**src/rtl/div_unit_if.sv**
```systemverilog
`default_nettype none
// ============================================================================
//  Module   : div_unit_if
//  Purpose  : Start/operand/result bundle between the control FSM and div_unit.
//  Revision : 1.0  initial release
// ============================================================================
interface div_unit_if #(
    parameter int WIDTH = 32
);
    logic             div_ctrl;
    logic [WIDTH-1:0] a;
    logic [WIDTH-1:0] b;
    logic [WIDTH-1:0] hi_out;
    logic [WIDTH-1:0] lo_out;
    logic             div_end;
    logic             div_zero;
    logic             busy;

    modport master (
        output div_ctrl, a, b,
        input  hi_out, lo_out, div_end, div_zero, busy
    );

    modport slave (
        input  div_ctrl, a, b,
        output hi_out, lo_out, div_end, div_zero, busy
    );
endinterface
`default_nettype wire

```
**src/rtl/div_unit.sv**
```systemverilog
`default_nettype none
// ============================================================================
//  Module   : div_unit
//  Purpose  : Multi-cycle signed restoring divider (MIPS DIV), quotient to LO,
//             remainder to HI, one quotient bit per cycle.
//  Revision : 1.0  initial release
// ============================================================================
module div_unit #(
    parameter int WIDTH = 32
) (
    input  wire logic  clock,
    input  wire logic  reset,
    div_unit_if.slave  bus
);

    localparam int                 c_cnt_w    = (WIDTH > 1) ? $clog2(WIDTH) : 1;
    localparam logic [c_cnt_w-1:0] c_cnt_last = c_cnt_w'(WIDTH - 1);

    typedef enum logic [1:0] {
        S_IDLE = 2'd0,
        S_RUN  = 2'd1,
        S_FIX  = 2'd2,
        S_DONE = 2'd3
    } state_t;

    state_t             r_state;
    logic               r_div_ctrl_q;
    logic [WIDTH-1:0]   r_dvd;
    logic [WIDTH:0]     r_dsr;
    logic [WIDTH:0]     r_rem;
    logic [c_cnt_w-1:0] r_cnt;
    logic               r_sign_q;
    logic               r_sign_r;
    logic               r_zero;
    logic [WIDTH-1:0]   r_hi;
    logic [WIDTH-1:0]   r_lo;
    logic               r_div_end;
    logic               r_div_zero;
    logic               r_busy;

    logic               w_start;
    logic [WIDTH-1:0]   w_abs_a;
    logic [WIDTH-1:0]   w_abs_b;
    logic [WIDTH:0]     w_rem_sh;
    logic [WIDTH:0]     w_diff;
    logic               w_ge;
    logic [WIDTH-1:0]   w_rem_mag;

    assign w_start   = bus.div_ctrl & ~r_div_ctrl_q;
    // Magnitudes are taken as unsigned WIDTH-bit values, so |most-negative| is exact.
    assign w_abs_a   = bus.a[WIDTH-1] ? (-bus.a) : bus.a;
    assign w_abs_b   = bus.b[WIDTH-1] ? (-bus.b) : bus.b;
    assign w_rem_sh  = {r_rem[WIDTH-1:0], r_dvd[WIDTH-1]};
    // A set top bit would be shifted out, so the shifted value surely exceeds the divisor.
    assign w_ge      = r_rem[WIDTH] | (w_rem_sh >= r_dsr);
    assign w_diff    = w_rem_sh - r_dsr;
    assign w_rem_mag = r_rem[WIDTH-1:0];

    always_ff @(posedge clock or negedge reset) begin
        if (!reset) begin
            r_state      <= S_IDLE;
            r_div_ctrl_q <= 1'b0;
            r_dvd        <= '0;
            r_dsr        <= '0;
            r_rem        <= '0;
            r_cnt        <= '0;
            r_sign_q     <= 1'b0;
            r_sign_r     <= 1'b0;
            r_zero       <= 1'b0;
            r_hi         <= '0;
            r_lo         <= '0;
            r_div_end    <= 1'b0;
            r_div_zero   <= 1'b0;
            r_busy       <= 1'b0;
        end else begin
            r_div_ctrl_q <= bus.div_ctrl;
            r_div_end    <= 1'b0;
            r_div_zero   <= 1'b0;
            case (r_state)
                S_IDLE: begin
                    r_busy <= 1'b0;
                    if (w_start) begin
                        r_busy <= 1'b1;
                        if (bus.b == '0) begin
                            r_zero  <= 1'b1;
                            r_state <= S_DONE;
                        end else begin
                            r_zero   <= 1'b0;
                            r_dvd    <= w_abs_a;
                            r_dsr    <= {1'b0, w_abs_b};
                            r_rem    <= '0;
                            r_cnt    <= '0;
                            r_sign_q <= bus.a[WIDTH-1] ^ bus.b[WIDTH-1];
                            r_sign_r <= bus.a[WIDTH-1];
                            r_state  <= S_RUN;
                        end
                    end
                end
                S_RUN: begin
                    r_rem <= w_ge ? w_diff : w_rem_sh;
                    r_dvd <= {r_dvd[WIDTH-2:0], w_ge};
                    r_cnt <= r_cnt + 1'b1;
                    if (r_cnt == c_cnt_last) begin
                        r_state <= S_FIX;
                    end
                end
                S_FIX: begin
                    r_lo    <= r_sign_q ? (-r_dvd) : r_dvd;
                    r_hi    <= r_sign_r ? (-w_rem_mag) : w_rem_mag;
                    r_state <= S_DONE;
                end
                S_DONE: begin
                    r_div_end  <= 1'b1;
                    r_div_zero <= r_zero;
                    r_state    <= S_IDLE;
                end
                default: begin
                    r_state <= S_IDLE;
                end
            endcase
        end
    end

    assign bus.hi_out   = r_hi;
    assign bus.lo_out   = r_lo;
    assign bus.div_end  = r_div_end;
    assign bus.div_zero = r_div_zero;
    assign bus.busy     = r_busy;

endmodule
`default_nettype wire

```
**src/flat_wrapper.sv**
```systemverilog
// flat-port wrapper written by rule: the top's interface ports become plain ports
module div_unit_flat 
#(
    parameter int WIDTH = 32
)
  (clock, reset, bus_div_ctrl, bus_a, bus_b, bus_hi_out, bus_lo_out, bus_div_end, bus_div_zero, bus_busy);
  div_unit_if #(.WIDTH(WIDTH)) bus_i ();
  input  wire logic clock;
  input  wire logic reset;
  input wire logic [$bits(bus_i.div_ctrl)-1:0] bus_div_ctrl;
  input wire logic [$bits(bus_i.a)-1:0] bus_a;
  input wire logic [$bits(bus_i.b)-1:0] bus_b;
  output wire logic [$bits(bus_i.hi_out)-1:0] bus_hi_out;
  output wire logic [$bits(bus_i.lo_out)-1:0] bus_lo_out;
  output wire logic [$bits(bus_i.div_end)-1:0] bus_div_end;
  output wire logic [$bits(bus_i.div_zero)-1:0] bus_div_zero;
  output wire logic [$bits(bus_i.busy)-1:0] bus_busy;
  assign bus_i.div_ctrl = bus_div_ctrl;
  assign bus_i.a = bus_a;
  assign bus_i.b = bus_b;
  assign bus_hi_out = bus_i.hi_out;
  assign bus_lo_out = bus_i.lo_out;
  assign bus_div_end = bus_i.div_end;
  assign bus_div_zero = bus_i.div_zero;
  assign bus_busy = bus_i.busy;
  div_unit #(.WIDTH(WIDTH)) u_core (.clock(clock), .reset(reset), .bus(bus_i));
endmodule
```
**config.mk**
```make
export PLATFORM = sky130hd
export DESIGN_NAME = div_unit_flat
export DESIGN_NICKNAME = d
export VERILOG_FILES = /design/src/rtl/div_unit_if.sv /design/src/rtl/div_unit.sv /design/src/flat_wrapper.sv
export SDC_FILE = /design/constraint.sdc
export NUM_CORES = 1
export LEC_CHECK = 0
export CAP_MARGIN = 20
export CORE_MARGIN = 5
export CORE_UTILIZATION = 55
export DETAILED_ROUTE_END_ITERATION = 8
export PLACE_DENSITY = 0.87
export SLEW_MARGIN = 20
export SYNTH_ARGS = -nofsm -noshare
export SYNTH_HDL_FRONTEND = slang
export SYNTH_SLANG_ARGS = --single-unit
```
**constraint.sdc**
```tcl
create_clock -name clock -period 7.9 [get_ports clock]
set_input_delay 0.79 -clock clock [delete_from_list [all_inputs] [get_ports clock]]
set_output_delay 0.79 -clock clock [all_outputs]
set_load 0.02 [all_outputs]
```
==> results of run 1 <==
## cell type report
type / instances / area [um^2]
fillers: 1637 / 6840
multi-input cells: 973 / 6460
flip-flops and latches: 175 / 4380
repair buffers: 144 / 1410
clock buffers: 17 / 425
well taps: 270 / 338
inverters: 70 / 263
clock inverters: 15 / 176
## cells by family after synthesis
logic type	count (synthesis)	synth area share, %
xor+xnor	147	11.3
mux	44	3.94
fa+ha+maj	43	4.80
flops	175	38.6
compound gates	379	21.3
buf+inv	141	4.80
simple gates	360	15.3
## power groups by stage
stage	Combinational (uW)	Sequential (uW)	Clock (uW)
2_1_floorplan	2110	1760	0
3_3_place_gp	3110	1660	0
3_5_place_dp	3190	1680	0
4_1_cts	3230	1670	860
5_1_grt	3570	1730	902
6_report	3240	1680	849
## stage by stage
stage          power [uW]  instance area (um^2)
2_1_floorplan        3870                 11400
3_3_place_gp         4770                 12900
3_5_place_dp         4880                 12900
4_1_cts              5760                 13500
5_1_grt              6200                 13500
6_report             5770                 13500
## worst reg2reg max path, stage by stage (launching register included)
cell and delay [ns]:
dfrtp_1 0.52, ha_1 0.36, nor2b_1 0.19, o211ai_1 0.17
a211o_1 0.34, nand3_1 0.12, a21oi_1 0.19, or2_1 0.32
o31ai_4 0.46, buf_4 0.54, mux2i_1 0.31, o22ai_1 0.12
## per-layer routing
layer	wire (um)	GRT usage, %	part of all wire [%]
met3	2470	5.03	8.4
met2	13200	38.2	45
met1	13400	36.5	46
met5	0	0	0
met4	364	5.38	1.2
## sequential cells by signal, summed over array words and instances, names as in the netlist, 2 cells and up
register	flops
u_core.r_rem	33
u_core.bus.hi_out	32
u_core.bus.lo_out	32
u_core.r_dsr	32
u_core.r_dvd	32
u_core.r_cnt	5
u_core.r_state	2
## layout by cell type (no fill, tap or decap), drive strengths merged, types with 8 or more instances in the layout
cell,count
nor4,10
nor3,10
nand3,15
a222oi,16
o41ai,20
nor2,117
dfrtp,175
o21ai,106
nand2b,14
a21o,16
or3,20
clkbuf,18
xnor2,51
nand4,11
a21oi,120
mux2i,38
nand2,110
or4,20
ha,42
buf,12
inv,75
xor2,96
clkdlybuf4s50,131
or2,8
o31ai,40
## path summary, 6_finish.rpt
check / startpoint / to / slack, ns / cells past startpoint
setup / recovery: bus_b[0] / u_core.r_cnt[2] / 3.85 / 14
hold / removal: reset / u_core.bus.lo_out[0] / 0.43 / 1
setup reg to reg: u_core.r_rem[0] / u_core.r_rem[1] / 4.14 / 11
hold reg to reg: u_core.r_dsr[24] / u_core.r_dsr[24] / 0.49 / 2
max in group asynchronous: reset / u_core.r_rem[9] / 6.16 / 2
min in group clock: u_core.r_dsr[24] / u_core.r_dsr[24] / 0.49 / 2
==> results.sh, run 1 <==
export IMPL_path_cells="clkdlybuf4s50_1, inv_1, ha_1, or3b_2, nor4_1, nand4_1, nor4_2, or2_2, buf_4, o21ai_0, buf_4, nand2_1, mux2i_1, a22o_1"
export IMPL_crit_type="in -> reg"
export IMPL_die_h_um=154
export IMPL_holdWs_ns=0.431
export IMPL_vias=9909
export IMPL_grt_ovfl_total=0
export IMPL_drcViolationCount=0
export IMPL_layout_nets=1491
export IMPL_hp_class="in -> async"
export IMPL_htreeDepth=4
export IMPL_setup_ws_ns=3.85
export IMPL_setup_tns_ns=0
export IMPL_finalCritPeriodShare_pct=51.2
export IMPL_core_area_um2=20300
export IMPL_critPathBufInv=4
export IMPL_gp_congestion=0.954
export IMPL_synth_common_cells="dfrtp_1, a21oi_1, nor2_1"
export IMPL_drt_vias_per_instance=5.95
export IMPL_stdcell_count=1664
export IMPL_worst_slew_pin_slew_ns=0.988
export IMPL_track_usage_pct=24.8
export IMPL_avgRoutedWirePerCell_um=17.7
export IMPL_min_period_ns=4.05
export IMPL_area_growth_pct=18.5
export IMPL_cp_max_fo=72
export IMPL_routed_wl_um=29500
export IMPL_finalMaxSlewViolations=0
export IMPL_skew_ns=0.00742
export IMPL_dieArea_um2=23600
export IMPL_port_buffer_count=133
export IMPL_crit_family="simple AND/OR/NAND/NOR gates"
export IMPL_yosysMostFrequentCell="dfrtp_1"
export IMPL_maxSlewHeadroom_pct=34.2
export IMPL_utilization_pct=66.3
export IMPL_synth_top_area_share_pct=38.6
export IMPL_clock_latency_ns=0.44
export IMPL_synth_net_count=1399
export IMPL_synth_edf_count=0
export IMPL_antenna_found_initial=0
export IMPL_io_pins=134
export IMPL_ys_async_sr_fraction_pct=100
export IMPL_cts_sinks=175
export IMPL_sw_frac_of_total_pct=46.3
export IMPL_ys_types=72
export IMPL_cp_required_ns=8.22
export IMPL_setup_worst_path_end_class="register"
export IMPL_yosysSeqAreaShare_pct=38.6
export IMPL_status="finished clean"
export IMPL_ys_ff_latch=175
export IMPL_peakVddDrop_mv=0.171
export IMPL_synth_area_leaders="dfrtp_1, xor2_1, a21oi_1"
export IMPL_cts_buffers=17
export IMPL_antenna_left=0
export IMPL_maxCapViolations=0
export IMPL_pre_cts_ws_ns=3.38
export IMPL_dpl_hpwl_um=21700
export IMPL_ys_flop_type="dfrtp_1"
export IMPL_first_pass_iters=8
export IMPL_pwr_share_comb_pct=56.2
export IMPL_path_clk_slew_ns=0.07
export IMPL_place_inst=1632
export IMPL_avgSynthCellArea_um2=8.81
export IMPL_synth_largest_area_cell="dfrtp_1"
export IMPL_drt_iter0_markers=1048
export IMPL_setup_viol=0
export IMPL_grt_pass1_wl_um=48300
export IMPL_grt_pass1_vias=9353
export IMPL_synth_area_um2=11400
export IMPL_rsz0062_at_grt="no"
export IMPL_post_cts_resized=0
export IMPL_die_x_um=154
export IMPL_drive_gt1_share_pct=5.45
export IMPL_cpMostUsedCell="buf_4"
export IMPL_post_cts_buffers=0
export IMPL_power_density_nw_per_um2=429
export IMPL_num_antenna_cells=0
export IMPL_rows=52
export IMPL_synth_cells=1289
export IMPL_clockBufferDepth=2
export IMPL_power_frac_seq_pct=29.1
export IMPL_root_buffer="clkbuf_16"
export IMPL_grt_max_degree=116
export IMPL_tritoncts="yes"
export IMPL_internal_power_uw=3100
export IMPL_start_util_pct=56.0
export IMPL_finalHoldViolCount=0
export IMPL_power_frac_clock_pct=14.7
export IMPL_clock_fmax_mhz=247
export IMPL_slowest_delay_ns=0.50
export IMPL_start_kind="input pin"
export IMPL_switchingPower_uw=2670
export IMPL_yosys_warnings=0
export IMPL_crit_path_top_delay_cell="or3b_2"
export IMPL_cts_hold_buffers=0
export IMPL_arrival_ns=4.37
export IMPL_p_leak_uw=0.00587
Note: power is estimated with default switching activity, not from simulation.
==> inputs of run 2 (changes only) <==
- CORE_UTILIZATION: 55 -> 52
- PLACE_DENSITY: 0.87 -> 0.86
- clock period: 7.9 -> 3.52 ns (I/O delays scaled with it)
==> results.sh, run 2 (synthesis gave the netlist of run 1 again) <==
export IMPL_drt_vias_per_instance=5.99
export IMPL_cts_sinks=175
export IMPL_reg2reg_to="u_core.bus.hi_out[28]"
export IMPL_root_buffer="clkbuf_16"
export IMPL_clock_latency_ns=0.44
export IMPL_final_cell_area_um2=13900
export IMPL_final_cell_mix="dfrtp_1, clkdlybuf4s50_1, a21oi_1"
export IMPL_rows=54
export IMPL_maxCapViolations=0
export IMPL_crit_type="reg -> reg"
export IMPL_routed_wl_um=31200
export IMPL_cpMostUsedCell="or4_1"
export IMPL_met2_usage_pct=40.8
export IMPL_start_util_pct=52.4
export IMPL_setup_tns_ns=0
export IMPL_setup_ws_ns=0.197
export IMPL_min_from="bus_div_ctrl"
export IMPL_htreeDepth=4
export IMPL_worstReg2RegStart="u_core.r_rem[0]"
export IMPL_vias=10300
export IMPL_pre_cts_ws_ns=-0.121
export IMPL_critPathBufInv=1
export IMPL_slowest_delay_ns=0.51
export IMPL_grt_max_degree=85
export IMPL_min_period_ns=3.32
export IMPL_port_buffer_count=133
export IMPL_avgRoutedWirePerCell_um=18.2
export IMPL_finalCritPeriodShare_pct=94.4
export IMPL_final_common_cell="dfrtp_1"
export IMPL_area_growth_pct=22.0
export IMPL_cts_buffers=17
export IMPL_status="finished clean"
export IMPL_skew_ns=0.0114
export IMPL_rr_worst_depth=10
export IMPL_start_kind="register"
export IMPL_drt_iter0_markers=963
export IMPL_first_pass_iters=6
export IMPL_clockBufferDepth=2
export IMPL_clock_fmax_mhz=301
export IMPL_p_leak_uw=0.00612
export IMPL_power_density_nw_per_um2=958
export IMPL_finalMaxSlewViolations=0
export IMPL_dpl_hpwl_um=22900
export IMPL_grt_pass1_vias=10000
export IMPL_path_cells="inv_2, ha_1, nand2_1, or4_1, or4_1, or3_4, or4_4, o31ai_2, xor2_1, a21oi_1"
export IMPL_setup_worst_path_end_class="register"
export IMPL_dieArea_um2=24900
export IMPL_post_dp_cell_area_um2=13300
export IMPL_rrSetupSlack_ns=0.20
export IMPL_finalHoldViolCount=0
export IMPL_grt_pass1_wl_um=51400
export IMPL_hp_class="in -> reg"
export IMPL_holdPathStages=1
export IMPL_io_pins=134
export IMPL_cp_required_ns=3.85
export IMPL_arrival_ns=3.65
export IMPL_tritoncts="yes"
export IMPL_core_area_um2=21700
export IMPL_met1_usage_pct=35.5
export IMPL_largest_register_ffs=33
export IMPL_largest_register="u_core.r_rem"
export IMPL_place_inst=1684
export IMPL_grt_ovfl_total=0
export IMPL_crit_family="simple AND/OR/NAND/NOR gates"
export IMPL_grt_busiest_layer="met2"
export IMPL_die_h_um=158
export IMPL_maxSlewHeadroom_pct=36.6
export IMPL_gp_congestion=0.959
export IMPL_num_antenna_cells=0
export IMPL_drive_gt1_share_pct=8.35
export IMPL_path_clk_slew_ns=0.07
export IMPL_stdcell_count=1717
export IMPL_crit_path_top_delay_cell="or4_4"
export IMPL_track_usage_pct=25.5
export IMPL_antenna_left=0
export IMPL_holdPathEnd="u_core.r_div_ctrl_q"
export IMPL_worst_slew_pin_slew_ns=0.951
export IMPL_post_cts_buffers=0
export IMPL_fillers=1730
export IMPL_use_met3_pct=4.40
export IMPL_total_power_uw=13300
export IMPL_drcViolationCount=0
export IMPL_die_x_um=158
export IMPL_setup_viol=0
export IMPL_antenna_found_initial=0
export IMPL_cp_max_fo=7
export IMPL_rsz0062_at_grt="no"
export IMPL_layout_nets=1534
export IMPL_peakVddDrop_mv=0.362
run 2: power breakdown:
part | internal (uW) | switching, uW
Combinational | 3300 | 4410
Clock | 951 | 879
Sequential | 2880 | 853
run 2: repair_timing:
action / 4_1_cts / 5_1_grt
endpoints found under the setup margin: 0 / 15
hold buffers: 1 / 0
endpoints found under the hold margin: 71 / 0
gates resized for setup: 0 / 4
run 2: how the worst max path moves through the flow:
stage	startpoint	endpoint	depth (start not counted)
finish	u_core.r_rem[0]	u_core.bus.hi_out[28]	10
global route	u_core.r_dvd[31]	u_core.r_rem[32]	13
CTS	u_core.r_rem[4]	u_core.bus.hi_out[21]	10
detailed placement	bus_b[0]	u_core.r_dvd[7]	12
global placement	bus_b[0]	u_core.r_dvd[10]	12
floorplan	u_core.r_rem[21]	u_core.r_dvd[0]	12
run 2: metal layers:
metal / wire [um] / part of all wire, % / up-vias
li1: - / - / 4880
met1: 13700 / 44 / 4944
met2: 14500 / 46 / 402
met3: 2200 / 7.1 / 66
met4: 799 / 2.6 / 0
met5: 0 / 0 / -
run 2: cell type report:
| class | count | area [um^2] | area share (%) |
|---|---|---|---|
| Inverter | 70 | 263 | 1.90 |
| Clock buffer | 18 | 439 | 3.17 |
| Multi-Input combinational cell | 973 | 6470 | 46.7 |
| Timing Repair Buffer | 187 | 1830 | 13.2 |
| Tap cell | 280 | 350 | 2.53 |
| Sequential cell | 175 | 4380 | 31.6 |
| Clock inverter | 14 | 121 | 0.876 |
run 2: worst register-to-register path, cell delays in order, from the launching register on:
cell	delay [ns]
dfrtp_2	0.49
inv_2	0.09
ha_1	0.17
nand2_1	0.12
or4_1	0.42
or4_1	0.49
or3_4	0.44
or4_4	0.51
o31ai_2	0.21
xor2_1	0.20
a21oi_1	0.08
run 2: stage by stage:
stage               util (%)  hold slack, ns
global route            63.9           0.411
global placement        61.2           0.417
finish                  63.9           0.408
detailed placement      61.2           0.416
CTS                     63.8           0.406
floorplan                  -          0.0564
==> inputs of run 3 (changes only) <==
- CORE_MARGIN: 5 -> 1
- SLEW_MARGIN: 20 -> not set
==> results.sh, run 3 (synthesis gave the netlist of run 1 again) <==
export IMPL_first_pass_iters=7
export IMPL_path_cells="inv_1, ha_1, a21o_1, a21o_1, a21o_1, or4b_1, a21oi_1, or2_1, o31ai_4, buf_12, mux2i_1, o22ai_1"
export IMPL_crit_path_top_delay_cell="or4b_1"
export IMPL_crit_family="compound AO/OA/AOI/OAI gates"
export IMPL_tritoncts="yes"
export IMPL_final_common_cell="dfrtp_1"
export IMPL_finalHoldViolCount=19
export IMPL_gp_congestion=0.957
export IMPL_total_power_uw=13300
export IMPL_crit_type="reg -> reg"
export IMPL_start_kind="register"
export IMPL_maxSlewHeadroom_pct=27.6
export IMPL_die_x_um=150
export IMPL_io_pins=134
export IMPL_cts_hold_buffers=0
export IMPL_layout_nets=1542
export IMPL_clock_fmax_mhz=295
export IMPL_skew_ns=0.0115
export IMPL_setup_ws_ns=0.128
export IMPL_start_util_pct=53.5
export IMPL_dpl_hpwl_um=22600
export IMPL_grt_pass1_vias=9645
export IMPL_setup_worst_path_end_class="register"
export IMPL_power_density_nw_per_um2=954
export IMPL_min_period_ns=3.39
export IMPL_antenna_found_initial=0
export IMPL_path_clk_slew_ns=0.07
export IMPL_status="finished, violations left"
export IMPL_crit_path_start="u_core.r_dsr[22]"
export IMPL_maxCapViolations=0
export IMPL_worst_slew_pin_slew_ns=1.07
export IMPL_pre_cts_ws_ns=-0.0144
export IMPL_peakVddDrop_mv=0.366
export IMPL_rr_worst_depth=12
export IMPL_holdWs_ns=-0.0455
export IMPL_slowest_delay_ns=0.53
export IMPL_failed_checks="hold timing"
export IMPL_finalCritPeriodShare_pct=96.4
export IMPL_area_growth_pct=23.0
export IMPL_post_cts_resized=0
export IMPL_num_antenna_cells=0
export IMPL_setup_viol=0
export IMPL_avgRoutedWirePerCell_um=17.3
export IMPL_largest_register="u_core.r_rem"
export IMPL_post_cts_buffers=0
export IMPL_utilization_pct=65.8
export IMPL_grt_max_degree=86
export IMPL_cp_max_fo=12
export IMPL_root_buffer="clkbuf_16"
export IMPL_drt_iter0_markers=1043
export IMPL_arrival_ns=3.70
export IMPL_htreeDepth=4
export IMPL_reg2reg_to="u_core.r_rem[1]"
export IMPL_drcViolationCount=0
export IMPL_hp_class="in -> async"
export IMPL_dieArea_um2=22400
export IMPL_drt_vias_per_instance=5.91
export IMPL_core_area_um2=21200
export IMPL_cpMostUsedCell="a21o_1"
export IMPL_rows=53
export IMPL_cts_buffers=17
export IMPL_cts_sinks=175
export IMPL_critPathBufInv=2
export IMPL_clock_latency_ns=0.44
export IMPL_final_cell_mix="dfrtp_1, clkdlybuf4s50_1, a21oi_1"
export IMPL_clockBufferDepth=2
export IMPL_post_dp_cell_area_um2=13300
export IMPL_port_buffer_count=133
export IMPL_grt_ovfl_total=0
export IMPL_rsz0062_at_grt="no"
export IMPL_final_cell_area_um2=14000
export IMPL_grt_pass1_wl_um=49400
export IMPL_routed_wl_um=29800
export IMPL_antenna_left=0
export IMPL_p_leak_uw=0.00617
export IMPL_vias=10200
export IMPL_track_usage_pct=28.0
export IMPL_path_depth=12
export IMPL_largest_register_ffs=33
export IMPL_die_h_um=150
export IMPL_finalMaxSlewViolations=0
export IMPL_worstReg2RegStart="u_core.r_dsr[22]"
export IMPL_rrSetupSlack_ns=0.13
export IMPL_drive_gt1_share_pct=8.79
export IMPL_cp_required_ns=3.82
## run 3: changes by cell type in the layout (fill, tap and decap cells not counted), moves of 2 or more
cell | previous run | this run
clkinv_2 | 3 | 0
clkinv_4 | 2 | 0
buf_4 | 46 | 54
clkinv_8 | 0 | 5
## run 3: per-stage QoR
stage          instances  TNS [ns]
6_report            1720         0
5_1_grt             1720         0
4_1_cts             1719         0
3_5_place_dp        1687   -0.0144
3_3_place_gp        1687         0
2_1_floorplan       1289         0
## run 3: layer usage
layer  GRT usage, %  part of all wire [%]
met1           41.1                    46
met2           43.4                    45
met3           3.72                   7.5
met4           7.12                   1.1
met5              0                     0
## run 3: cell type report
| class | instances | area, um^2 |
|---|---|---|
| fillers | 1695 | 7250 |
| multi-input cells | 973 | 6460 |
| flip-flops and latches | 175 | 4380 |
| repair buffers | 195 | 1900 |
| clock buffers | 17 | 425 |
| well taps | 275 | 344 |
| inverters | 70 | 263 |
| clock inverters | 15 | 196 |
## run 3: power breakdown
group          total (uW)  internal (uW)  switching (uW)
registers            3700           2880             817
logic                7670           3340            4320
clock network        1960           1030             927
## run 3: worst max-delay path by stage
stage	end	slack, ns
finish	u_core.r_rem[1]	0.13
global route	u_core.bus.hi_out[29]	0.01
CTS	u_core.r_rem[1]	0.11
detailed placement	u_core.r_dvd[2]	-0.01
global placement	u_core.r_dsr[27]	0.12
floorplan	u_core.r_dvd[0]	0.41
